<file path="config.mk">
export PLATFORM = sky130hd
export DESIGN_NAME = avalon_byte_txn_master
export DESIGN_NICKNAME = d
export VERILOG_FILES = /design/src/rtl/avalon_byte_txn_master.sv
export SDC_FILE = /design/constraint.sdc
export NUM_CORES = 1
export LEC_CHECK = 0
export CAP_MARGIN = 15
export CORE_ASPECT_RATIO = 1.1
export CORE_MARGIN = 2
export CORE_UTILIZATION = 50
export CTS_BUF_LIST = sky130_fd_sc_hd__clkbuf_2 sky130_fd_sc_hd__clkbuf_4 sky130_fd_sc_hd__clkbuf_8
export DETAILED_ROUTE_END_ITERATION = 10
export GPL_ROUTABILITY_DRIVEN = 0
export PLACE_DENSITY = 0.74
export SYNTH_ARGS = -nofsm -noshare
export SYNTH_HDL_FRONTEND = slang
export SYNTH_SLANG_ARGS = --single-unit
</file>
<file path="constraint.sdc">
create_clock -name clk_clk -period 5.25 [get_ports clk_clk]
set_input_delay 0.525 -clock clk_clk [delete_from_list [all_inputs] [get_ports clk_clk]]
set_output_delay 0.525 -clock clk_clk [all_outputs]
set_load 0.005 [all_outputs]
</file>
<file path="src/rtl/avalon_byte_txn_master.sv">
// Host-side initiator for the byte-stream Avalon-MM bridge: frames one 32-bit read/write
// command into a transaction byte stream and decodes the framed response stream.
module avalon_byte_txn_master #(
    parameter int unsigned TIMEOUT_CYCLES = 65535
) (
    input  logic        clk_clk,
    input  logic        reset_reset_n,
    input  logic        cmd_valid,
    output logic        cmd_ready,
    input  logic        cmd_write,
    input  logic [31:0] cmd_addr,
    input  logic [31:0] cmd_wdata,
    output logic        rsp_valid,
    output logic [31:0] rsp_rdata,
    output logic        rsp_error,
    output logic        busy,
    output logic        tx_bytes_stream_valid,
    input  logic        tx_bytes_stream_ready,
    output logic [7:0]  tx_bytes_stream_data,
    input  logic        rx_bytes_stream_valid,
    output logic        rx_bytes_stream_ready,
    input  logic [7:0]  rx_bytes_stream_data
);

    typedef enum logic [1:0] {S_IDLE, S_TX, S_RX_WAIT, S_RSP} state_t;

    localparam logic [7:0] SOP  = 8'h7A;
    localparam logic [7:0] EOP  = 8'h7B;
    localparam logic [7:0] CHAN = 8'h7C;
    localparam logic [7:0] ESC  = 8'h7D;

    function automatic logic is_special(input logic [7:0] b);
        return (b >= SOP) && (b <= ESC);
    endfunction

    function automatic logic [7:0] pay_byte(input logic wr, input logic [31:0] a,
                                            input logic [31:0] d, input logic [3:0] i);
        case (i)
            4'd0:    pay_byte = wr ? 8'h04 : 8'h14;
            4'd3:    pay_byte = 8'h04;
            4'd4:    pay_byte = a[31:24];
            4'd5:    pay_byte = a[23:16];
            4'd6:    pay_byte = a[15:8];
            4'd7:    pay_byte = a[7:0];
            4'd8:    pay_byte = d[7:0];
            4'd9:    pay_byte = d[15:8];
            4'd10:   pay_byte = d[23:16];
            4'd11:   pay_byte = d[31:24];
            default: pay_byte = 8'h00;
        endcase
    endfunction

    function automatic logic [7:0] wr_rsp_byte(input logic [1:0] i);
        case (i)
            2'd0:    wr_rsp_byte = 8'h84;
            2'd3:    wr_rsp_byte = 8'h04;
            default: wr_rsp_byte = 8'h00;
        endcase
    endfunction

    state_t      state_q;
    logic        wr_q, cmd_ready_q, busy_q;
    logic [31:0] addr_q, wdata_q;
    logic [3:0]  idx_q, idx_d;
    logic        mark_q, mark_d, esc_q, esc_d;
    logic        tx_valid_q;
    logic [7:0]  tx_data_q, tx_data_d;
    logic        rsp_valid_q, rsp_error_q;
    logic [31:0] rsp_rdata_q;
    logic [31:0] timer_q;
    logic        in_pkt_q, last_q, rx_esc_q, chan_q, mism_q, mism_d, nosop_q;
    logic [2:0]  cnt_q, cnt_inc;
    logic [31:0] acc_q, acc_d;

    logic [3:0]  last_idx;
    logic [7:0]  cur_byte, nxt_byte, rx_b;
    logic        tx_fire, tx_last, rx_fire, rx_data_beat, rx_done, rx_err, tmo_hit;

    // Transmit walker: the pointer (idx, mark sent, escape sent) names the beat on the bus.
    always_comb begin
        last_idx = wr_q ? 4'd11 : 4'd7;
        cur_byte = pay_byte(wr_q, addr_q, wdata_q, idx_q);
        tx_fire  = tx_valid_q && tx_bytes_stream_ready;
        tx_last  = 1'b0;
        idx_d    = idx_q;
        mark_d   = mark_q;
        esc_d    = esc_q;
        if (((idx_q == 4'd0) || (idx_q == last_idx)) && !mark_q) begin
            mark_d = 1'b1;
        end else if (is_special(cur_byte) && !esc_q) begin
            esc_d = 1'b1;
        end else begin
            tx_last = (idx_q == last_idx);
            idx_d   = idx_q + 4'd1;
            mark_d  = 1'b0;
            esc_d   = 1'b0;
        end
        nxt_byte = pay_byte(wr_q, addr_q, wdata_q, idx_d);
        if (((idx_d == 4'd0) || (idx_d == last_idx)) && !mark_d)
            tx_data_d = (idx_d == 4'd0) ? SOP : EOP;
        else if (is_special(nxt_byte) && !esc_d)
            tx_data_d = ESC;
        else if (esc_d)
            tx_data_d = nxt_byte ^ 8'h20;
        else
            tx_data_d = nxt_byte;
    end

    // Receive decoder: a data beat is any non-control byte not swallowed as a channel number.
    always_comb begin
        rx_fire      = rx_bytes_stream_valid && (state_q == S_RX_WAIT);
        rx_b         = rx_esc_q ? (rx_bytes_stream_data ^ 8'h20) : rx_bytes_stream_data;
        rx_data_beat = rx_fire && !chan_q && !is_special(rx_bytes_stream_data);
        cnt_inc      = (cnt_q == 3'd7) ? cnt_q : cnt_q + 3'd1;
        acc_d        = acc_q;
        mism_d       = mism_q;
        if (rx_data_beat && in_pkt_q && (cnt_q < 3'd4)) begin
            acc_d[{cnt_q[1:0], 3'b000} +: 8] = rx_b;
            if (wr_q && (rx_b != wr_rsp_byte(cnt_q[1:0])))
                mism_d = 1'b1;
        end
        rx_done = rx_data_beat && in_pkt_q && last_q;
        rx_err  = mism_d || (cnt_inc != 3'd4) || nosop_q;
        tmo_hit = (TIMEOUT_CYCLES != 0) && (timer_q >= 32'(TIMEOUT_CYCLES - 1));
    end

    always_ff @(posedge clk_clk or negedge reset_reset_n) begin
        if (!reset_reset_n) begin
            state_q     <= S_IDLE;
            wr_q        <= 1'b0;
            addr_q      <= '0;
            wdata_q     <= '0;
            cmd_ready_q <= 1'b0;
            busy_q      <= 1'b0;
            idx_q       <= '0;
            mark_q      <= 1'b0;
            esc_q       <= 1'b0;
            tx_valid_q  <= 1'b0;
            tx_data_q   <= '0;
            rsp_valid_q <= 1'b0;
            rsp_error_q <= 1'b0;
            rsp_rdata_q <= '0;
            timer_q     <= '0;
            in_pkt_q    <= 1'b0;
            last_q      <= 1'b0;
            rx_esc_q    <= 1'b0;
            chan_q      <= 1'b0;
            cnt_q       <= '0;
            mism_q      <= 1'b0;
            nosop_q     <= 1'b0;
            acc_q       <= '0;
        end else begin
            rsp_valid_q <= 1'b0;
            case (state_q)
                S_IDLE: begin
                    cmd_ready_q <= 1'b1;
                    if (cmd_valid && cmd_ready_q) begin
                        state_q     <= S_TX;
                        wr_q        <= cmd_write;
                        addr_q      <= cmd_addr;
                        wdata_q     <= cmd_wdata;
                        cmd_ready_q <= 1'b0;
                        busy_q      <= 1'b1;
                        rsp_rdata_q <= '0;
                        rsp_error_q <= 1'b0;
                        idx_q       <= '0;
                        mark_q      <= 1'b0;
                        esc_q       <= 1'b0;
                        tx_valid_q  <= 1'b1;
                        tx_data_q   <= SOP;
                    end
                end
                S_TX: begin
                    if (tx_fire) begin
                        if (tx_last) begin
                            state_q    <= S_RX_WAIT;
                            tx_valid_q <= 1'b0;
                            timer_q    <= '0;
                            in_pkt_q   <= 1'b0;
                            last_q     <= 1'b0;
                            rx_esc_q   <= 1'b0;
                            chan_q     <= 1'b0;
                            cnt_q      <= '0;
                            mism_q     <= 1'b0;
                            nosop_q    <= 1'b0;
                            acc_q      <= '0;
                        end else begin
                            idx_q     <= idx_d;
                            mark_q    <= mark_d;
                            esc_q     <= esc_d;
                            tx_data_q <= tx_data_d;
                        end
                    end
                end
                S_RX_WAIT: begin
                    if (timer_q != '1)
                        timer_q <= timer_q + 32'd1;
                    if (rx_fire) begin
                        if (chan_q) begin
                            chan_q <= 1'b0;
                        end else begin
                            case (rx_bytes_stream_data)
                                SOP: begin
                                    in_pkt_q <= 1'b1;
                                    cnt_q    <= '0;
                                    last_q   <= 1'b0;
                                    rx_esc_q <= 1'b0;
                                    mism_q   <= 1'b0;
                                    acc_q    <= '0;
                                end
                                EOP:  last_q   <= 1'b1;
                                CHAN: chan_q   <= 1'b1;
                                ESC:  rx_esc_q <= 1'b1;
                                default: begin
                                    rx_esc_q <= 1'b0;
                                    if (!in_pkt_q) begin
                                        nosop_q <= 1'b1;
                                    end else begin
                                        cnt_q  <= cnt_inc;
                                        acc_q  <= acc_d;
                                        mism_q <= mism_d;
                                    end
                                end
                            endcase
                        end
                    end
                    if (rx_done) begin
                        state_q     <= S_RSP;
                        busy_q      <= 1'b0;
                        rsp_valid_q <= 1'b1;
                        rsp_error_q <= rx_err;
                        rsp_rdata_q <= (!wr_q && !rx_err) ? acc_d : 32'd0;
                    end else if (tmo_hit) begin
                        state_q     <= S_RSP;
                        busy_q      <= 1'b0;
                        rsp_valid_q <= 1'b1;
                        rsp_error_q <= 1'b1;
                        rsp_rdata_q <= '0;
                    end
                end
                S_RSP: begin
                    state_q     <= S_IDLE;
                    cmd_ready_q <= 1'b1;
                end
                default: state_q <= S_IDLE;
            endcase
        end
    end

    assign cmd_ready             = cmd_ready_q;
    assign busy                  = busy_q;
    assign rsp_valid             = rsp_valid_q;
    assign rsp_rdata             = rsp_rdata_q;
    assign rsp_error             = rsp_error_q;
    assign tx_bytes_stream_valid = tx_valid_q;
    assign tx_bytes_stream_data  = tx_data_q;
    assign rx_bytes_stream_ready = 1'b1;

endmodule
</file>
* Yosys cells after proc, flatten, opt, wreduce, memory -nomap -nowiden
Index checks and enable logic that the tools add are counted.
** Word-level totals
- Word-level logic and storage cells :: 245
- Bits in registers :: 191
** Cells by class
- Reductions and logical operators :: 52
- Shift-type cells :: 2
- Add/sub/neg operators :: 4
- Equality and inequality tests :: 47
- Bitwise gates (word level) :: 2
- Mux-type cells :: 107
- $lt $le $gt $ge :: 8
** Operator list (number)
- $mux 32 :: 11
- $pmux 32 s2 :: 4
- $pmux 8 s10 :: 2
- $mux 8 :: 6
- $mux 1 :: 42
- $add 32x1->32 const B :: 1
- $bwmux 32 :: 1
- $eq 4x3->1 const B :: 8
- $eq 4x4->1 const B :: 8
- $eq 8x7->1 const B :: 4
- $ge 32x16->1 const B :: 1
- $ne 32x32->1 const B :: 1
- $pmux 8 s2 :: 2
- $shift 8x7->32 const A :: 1
- $shiftx 8x7->32 :: 1
- $pmux 1 s2 :: 15
- $ge 8x7->1 const B :: 3
- $le 8x7->1 const B :: 3
- $mux 4 :: 6
- $ne 2x2->1 const B :: 10
- $reduce_and 4->1 :: 5
- $mux 3 :: 6
- $reduce_and 6->1 :: 3
- $logic_and 1x1->1 :: 17
- 32 further kinds :: 61

* Logic depth before layout (Yosys ltp)
Gate-level depths: netlist of run 1.
- Depth after elaboration :: 18
- Depth in mapped cells :: 18
- Mapped depth without buffers :: 12

* Least setup slack after synthesis of run 1
Ideal clock, no wire load.
- Path type :: reg2reg
- From :: reg idx_q[0]
- To :: reg tx_data_q[0], in the netlist tx_bytes_stream_data[0]
- Required time :: 5106 ps
- Stages on the path, launching flop included :: 16
- Path buffers :: 4
- Slack :: 942 ps
- Data arrival time :: 4164 ps
- Path through :: dfrtp_1 -> buf_1 -> clkinv_1 -> ha_1 -> buf_6 -> buf_6 -> a222oi_1 -> o2111ai_1 -> or4_1 -> o211a_1 -> buf_6 -> xnor2_2 -> mux2i_1 -> o21ai_0 -> o311ai_1 -> o311ai_2
** On the way
- Longest elaborated chain between the ends :: 17
** Ends and longest elaborated chain
- start: declaration :: line 64 : logic [3:0] idx_q, idx_d;
- start signal: assignment :: line 188 : idx_q <= idx_d;
- $eq 4x4->1, or another cell as far along :: line 38 : case (i)
- $pmux 8 s10 :: line 38
- $ge 8x7->1 or $le 8x7->1 (tied branches) :: line 33 : return (b >= SOP) && (b <= ESC);
- $logic_and 1x1->1 :: line 33
- $logic_and 1x1->1 :: line 90 : end else if (is_special(cur_byte) && !esc_q) begin
- $mux 4 :: line 90
- $mux 4 :: line 88 : if (((idx_q == 4'd0) || (idx_q == last_idx)) && !mark_q) begin
- $eq 4x4->1, or another cell as far along :: line 38
- $pmux 8 s10 :: line 38
- $ge 8x7->1 or $le 8x7->1 (tied branches) :: line 33
- $logic_and 1x1->1 :: line 33
- $logic_and 1x1->1 :: line 101 : else if (is_special(nxt_byte) && !esc_d)
- $mux 8 :: line 101
- $mux 8 :: line 99 : if (((idx_d == 4'd0) || (idx_d == last_idx)) && !mark_d)
- $mux 8 :: line 175 : if (tx_last) begin
- $mux 8 :: line 174 : if (tx_fire) begin
- $pmux 8 s2 :: line 154 : case (state_q)
- end signal: assignment :: line 191 : tx_data_q <= tx_data_d;
- end: declaration :: line 67 : logic [7:0] tx_data_q, tx_data_d;
Parallel ways exist; a longest one is shown, timed or not. The select of a mux whose other input is x is not followed.
A chain may end at the register's enable or synchronous reset.

* Worst setup path in the final report of run 1
Ends and elaborated chain as after synthesis.

==> run_results.csv, run 1 <==
group,metric,value,unit
status,outcome,"finished, final reports clean",
pwr,power_density,208,nW/µm²
drt,drc_errors,0,
sta,max_freq,0.220,GHz
setup_path,reg2reg_depth,12,
sta,rsz0062_at_grt,"no",
pwr,power.switching,614,µW
cts,cts-root-buf,"clkbuf_8",
place,place_hpwl,19.6,mm
place,postPlaceCellArea,12000,µm²
setup_path,crit_path_end,"tx_bytes_stream_data[0]",
finish,drive_above_1_share,8.10,%
floorplan,die_y,157,µm
yosys,avgSynthCellArea,9.12,µm²
pwr,p_int,1.96,mW
sta,slew_headroom,38.1,%
drt,num_vias,9065,
cts,postCtsSetupBuffers,0,
pwr,swShare,23.8,%
pwr,pwr-share-seq,57.0,%
global_route,grt_max_degree,113,
finish,fill_cells,1789,
sta,setup-tns-final,0,ns
sta,skew,0.0198,ns
yosys,ys_warn_count,0,
finish,final_common_cell,"nand2_1",
finish,nNetsFinal,1342,
cts,cts_tree,"yes",
sta,drv_slew,0,
finish,final_cell_mix,"nand2_1 (310), dfrtp_1 (190), clkdlybuf4s50_1 (121)",
drt,drt_iter0_drc,863,
setup_path,worstReg2RegEnd,"tx_bytes_stream_data[0]",
drt,via_per_inst,5.98,
pwr,leakage,5.45,nW
global_route,use_met2,40.4,%
setup_path,cp-start-kind,"flip-flop",
yosys,synth_cell_types,79,
cts,clockBufferDepth,2,
floorplan,die_w,143,µm
global_route,met3_usage,4.50,%
cts,cts.sinks,191,
floorplan,core_area,20600,µm²
cts,ctsHoldBuffers,0,
setup_path,required,5.59,ns
sta,tightest_slew,0.929,ns
pwr,power_frac_comb,3.9,%
floorplan,rows,55,
floorplan,io_pins,124,
cts,cts_resized,0,
setup_path,rrSetupSlack,0.70,ns
sta,timing.final.crit_share,86.7,%
finish,postLayoutCoreUtil,59.9,%
drt,first_pass_iters,9,
setup_path,crit_type,"reg -> reg",
finish,final_cell_area,12400,µm²
setup_path,reg2reg_from,"idx_q[0]",
yosys,synth_edf_count,0,
global_route,grt_pass1_vias,8666,
cts,h-tree-depth,4,
yosys,synth_nets,1257,
pwr,clkPwrFrac,39.1,%
yosys,synthArstFlopShare,100,%
run,maxCapViolCount,0,
cts,clkTransAtPathRegs,0.10,ns
finish,flow.area_growth_from_synthesis,16.8,%
global_route,met1_usage,34.5,%
yosys,synthesis.area,10600,µm²
yosys,synthFlopType,"dfrtp_1",
pwr,vdd_drop_max,0.182,mV
sta,hold_violations,0,
worst_hold_path,worst_hold_path_type,"in -> async",
yosys,synth-seq-cells,191,
sta,holdWs,0.123,ns
setup_path,cp-end-kind,"flip-flop",
yosys,yosysSeqAreaShare,45.2,%
floorplan,die_area,22400,µm²
drt,wl,27.4,mm
floorplan,start_util,51.3,%
global_route,grt_pass1_wl,44.8,mm
global_route,antenna_found_initial,0,
sta,finalSetupViolCount,0,
global_route,grtUsageTotal,25.4,%
drt,route.detailed.wl_per_inst,18.1,µm
setup_path,arrival,4.90,ns
cts,clk_latency,0.48,ns
cts,numCtsBuffers,17,
drt,antenna_left,0,
setup_path,startpoint,"idx_q[0]",
global_route,overflow,0,
sta,fin_crit,4.55,ns
global_route,busiest_layer,"met2",
setup_path,crit_fanout,17,
place,portBuffers,122,
yosys,syn_inst,1161,
==> worst min path at each step <==
stage | slack (ns) | start | endpoint
after floorplan | 0.23 | reset_reset_n | acc_q[0]
after global placement | 0.46 | acc_q[22] | acc_q[22]
after detailed placement | 0.46 | rsp_rdata[17] | rsp_rdata[17]
after CTS | 0.16 | reset_reset_n | wdata_q[1]
after global routing | 0.20 | reset_reset_n | addr_q[12]
final | 0.12 | reset_reset_n | wdata_q[1]
==> area by class of cell <==
cell class	instances	area (µm²)	area share (%)
Multi-Input combinational cell	877	5430	43.9
Clock inverter	15	178	1.44
Clock buffer	17	234	1.89
Antenna cell	1	2.50	0.0202
Sequential cell	191	4780	38.7
Tap cell	256	320	2.59
Timing Repair Buffer	137	1340	10.8
Inverter	22	82.6	0.668
==> worst max-delay path, stage by stage (launching register included) <==
cell and delay, ns:
dfrtp_2 0.58, clkinv_1 0.30, ha_1 0.51, a222oi_1 0.44, o2111ai_1 0.22, nor4_4 0.64, a21oi_4 0.31, buf_4 0.26
nor2b_1 0.15, a222oi_1 0.31, o22ai_1 0.18, o311ai_1 0.35, o311ai_2 0.15
==> kinds of logic after synthesis <==
group                    share of synthesized area (%)
AND/OR/NAND/NOR                                   22.0
buffers and inverters                             3.78
flip-flops                                        45.2
adder cells (fa/ha/maj)                           2.13
multiplexers                                      6.80
AO/OA/AOI/OAI                                     17.2
XOR/XNOR                                          2.96
other                                           0.0354
==> routing by layer <==
layer	vias to the layer above	routed length, µm	share of wire [%]
li1	4301	-	-
met1	4369	11900	43
met2	321	12900	47
met3	74	1550	5.7
met4	0	1060	3.9
met5	-	0	0
==> power groups by stage <==
| stage | clock, mW | combinational, mW | sequential, mW |
|---|---|---|---|
| global route | 1.08 | 0.111 | 1.47 |
| floorplan | 0 | 0.00697 | 1.50 |
| detailed placement | 0 | 0.102 | 1.50 |
| CTS | 1.03 | 0.102 | 1.47 |
| global placement | 0 | 0.101 | 1.50 |
| finish | 1.01 | 0.100 | 1.47 |
==> sequential cells by signal (all words and copies together), names as in the netlist, 2 cells and up <==
signal / cells
addr_q: 32
acc_q: 32
state_q: 2
tx_bytes_stream_data: 8
rsp_rdata: 32
cnt_q: 3
wdata_q: 32
timer_q: 32
idx_q: 4
==> synth_stat cells, types with 16 or more instances <==
cell type,number,share of area [%]
nand3_1,21,0.99
o31ai_1,65,4.6
inv_1,21,0.74
o21ai_0,29,1.4
ha_1,18,2.1
mux4_2,16,3.4
mux2i_1,21,2.0
clkbuf_1,40,1.4
and3_1,42,2.5
nor2_1,60,2.1
a22oi_1,19,1.3
dfrtp_1,191,45
nand2_1,311,11
xor2_1,19,1.6
a21oi_1,62,2.9
==> stage by stage <==
step | setup WS (ns) | power, mW | cells
6_report | 0.698 | 2.58 | 1516
5_1_grt | 0.392 | 2.67 | 1515
4_1_cts | 0.806 | 2.60 | 1515
3_5_place_dp | 0.822 | 1.60 | 1483
3_3_place_gp | 1.00 | 1.60 | 1483
2_1_floorplan | 0.942 | 1.51 | 1161
(Power assumes the default switching activity.)
==> inputs of run 2 (changes only) <==
==> constraint.sdc (replaced) <==
create_clock -name clk_clk -period 5.25 [get_ports clk_clk]
set_input_delay 0.7875 -clock clk_clk [delete_from_list [all_inputs] [get_ports clk_clk]]
set_output_delay 0.7875 -clock clk_clk [all_outputs]
set_load 0.005 [all_outputs]
==> run 2 against run 1 <==
Against the previous run: first-iteration DRC count rose by 2.1%; via count rose by 0.90%; core utilization fell by 0.054 points; combinational power barely moved; sequential cell count did not move; count of clock-buffer cells in the layout did not move; sequential power barely moved; hold slack improved by 0.18 ns; global-route usage rose by 0.38 points.
==> run_results.csv, run 2 (synthesis gave the netlist of run 1 again) <==
group,metric,value,unit
sta,max_freq,0.216,GHz
worst_hold_path,worst_hold_path_type,"in -> async",
drt,antenna_left,0,
setup_path,arrival,5.02,ns
global_route,grt_pass1_vias,8722,
pwr,vdd_drop_max,0.139,mV
cts,clk_latency,0.50,ns
sta,tightest_slew,1.07,ns
setup_path,crit_type,"reg -> reg",
drt,route.detailed.wl_per_inst,18.5,µm
cts,numCtsBuffers,17,
setup_path,critPathMaxStageDelay,0.79,ns
drt,drt_iter0_drc,881,
drt,via_per_inst,6.04,
finish,final_cell_mix,"nand2_1 (310), dfrtp_1 (190), clkdlybuf4s50_1 (121)",
setup_path,critical-path-top-delay-family,"compound AO/OA/AOI/OAI gates",
cts,cts-root-buf,"clkbuf_8",
cts,cts.sinks,191,
finish,flow.area_growth_from_synthesis,16.7,%
global_route,overflow,0,
pwr,swShare,25.2,%
pwr,pwr-share-seq,57.1,%
place,place_hpwl,19.6,mm
setup_path,startpoint,"idx_q[1]",
pwr,clkPwrFrac,39.0,%
finish,drive_above_1_share,7.96,%
floorplan,io_pins,124,
run,maxCapViolCount,0,
sta,drv_slew,0,
global_route,grtUsageTotal,25.7,%
cts,clkTransAtPathRegs,0.11,ns
cts,cts_resized,0,
setup_path,reg2reg_depth,11,
pwr,power_frac_comb,3.9,%
setup_path,reg2reg_from,"idx_q[1]",
global_route,grt_pass1_wl,45.2,mm
finish,fill_cells,1785,
floorplan,die_y,157,µm
sta,timing.final.crit_share,88.2,%
sta,finalSetupViolCount,0,
pwr,total_power,2.57,mW
global_route,antenna_found_initial,0,
sta,skew,0.0227,ns
floorplan,rows,55,
sta,fin_crit,4.63,ns
setup_path,slowest_stage,"ha_1",
floorplan,core_area,20600,µm²
finish,nNetsFinal,1340,
floorplan,start_util,51.3,%
cts,clockBufferDepth,2,
pwr,power.switching,647,µW
drt,first_pass_iters,5,
setup_path,required,5.64,ns
cts,h-tree-depth,4,
global_route,grt_max_degree,100,
sta,rsz0062_at_grt,"no",
setup_path,rrSetupSlack,0.62,ns
setup_path,cp-end-kind,"flip-flop",
cts,postCtsSetupBuffers,0,
finish,finalNonFillerCells,1514,
floorplan,die_w,143,µm
sta,setup-tns-final,0,ns
sta,slew_headroom,28.9,%
cts,ctsHoldBuffers,0,
setup_path,cp.buffers_inverters,0,
drt,drc_errors,0,
finish,final_common_cell,"nand2_1",
pwr,leakage,5.44,nW
place,portBuffers,122,
floorplan,die_area,22400,µm²
pwr,p_int,1.93,mW
setup_path,cp-start-kind,"flip-flop",
setup_path,worstReg2RegEnd,"tx_bytes_stream_data[0]",
drt,wl,28.0,mm
drt,num_vias,9147,
place,dpl.cell_count,1481,
setup_path,crit_chain,"ha_1, nor3_1, a211oi_1, o21ai_0, and3_1, a21oi_4, mux2i_4, a222oi_1, a221oi_2, o2111ai_2, o311ai_2",
status,outcome,"finished, final reports clean",
sta,hold_violations,0,
cts,cts_tree,"yes",
setup_path,crit_fanout,22,
pwr,power_density,208,nW/µm²
run 2: cell count changes in the layout (fill, tap and decap cells not counted):
cell | previous run | this run
buf_4 | 15 | 12
clkinv_4 | 3 | 0
inv_8 | 2 | 4
buf_12 | 0 | 1
bufinv_16 | 2 | 1
clkinv_8 | 1 | 2
inv_6 | 4 | 5
run 2: layer usage:
metal | wire, µm | global-route usage, %
met1 | 11800 | 34.1
met5 | 0 | 0
met2 | 13200 | 41.6
met3 | 1950 | 4.87
met4 | 1070 | 10.7
run 2: layout make-up:
type,count,area (µm²),area share (%)
Sequential cell,191,4780,38.7
Clock inverter,15,169,1.37
Inverter,22,82.6,0.668
Clock buffer,17,234,1.89
Antenna cell,1,2.50,0.0203
Tap cell,256,320,2.59
Timing Repair Buffer,135,1340,10.8
Multi-Input combinational cell,877,5430,44.0
run 2: how the worst max path moves through the flow:
stage,endpoint,slack (ns),cells past startpoint
after global routing,tx_bytes_stream_data[0],0.39,12
after detailed placement,tx_bytes_stream_data[0],0.80,12
after global placement,tx_bytes_stream_data[2],1.0,11
after CTS,tx_bytes_stream_data[0],0.79,12
after floorplan,tx_bytes_stream_data[0],0.94,15
final,tx_bytes_stream_data[0],0.62,11
run 2: worst reg2reg max path, delay by kind of cell (launching register included):
| kind | cells | cell delay (ns) |
|---|---|---|
| and+or+nand+nor | 2 | 0.42 |
| adders and majority gates | 1 | 0.79 |
| DFF | 1 | 0.60 |
| muxes | 1 | 0.42 |
| AOI/OAI and AO/OA | 7 | 2.28 |
run 2: power by group through the flow:
| stage | sequential [mW] | combinational, mW | clock (mW) |
|---|---|---|---|
| 2_1_floorplan | 1.50 | 0.00697 | 0 |
| 3_3_place_gp | 1.50 | 0.102 | 0 |
| 3_5_place_dp | 1.50 | 0.102 | 0 |
| 4_1_cts | 1.47 | 0.103 | 1.02 |
| 5_1_grt | 1.47 | 0.111 | 1.08 |
| 6_report | 1.47 | 0.100 | 1.00 |
run 2: through the flow:
step	hold slack [ns]	area, µm²	worst slack [ns]	util (%)
after detailed placement	0.464	12000	0.799	57.9
after CTS	0.359	12400	0.793	59.8
after global routing	0.372	12400	0.387	59.8
after floorplan	0.445	10600	0.942	-
final	0.308	12400	0.621	59.8
after global placement	0.455	12000	0.998	57.9
==> inputs of run 3 (changes only) <==
CTS_CLUSTER_SIZE = 10   (was not set)
==> results of run 3 <==
No change in the layout: final DEF, timing and power equal those of run 2.
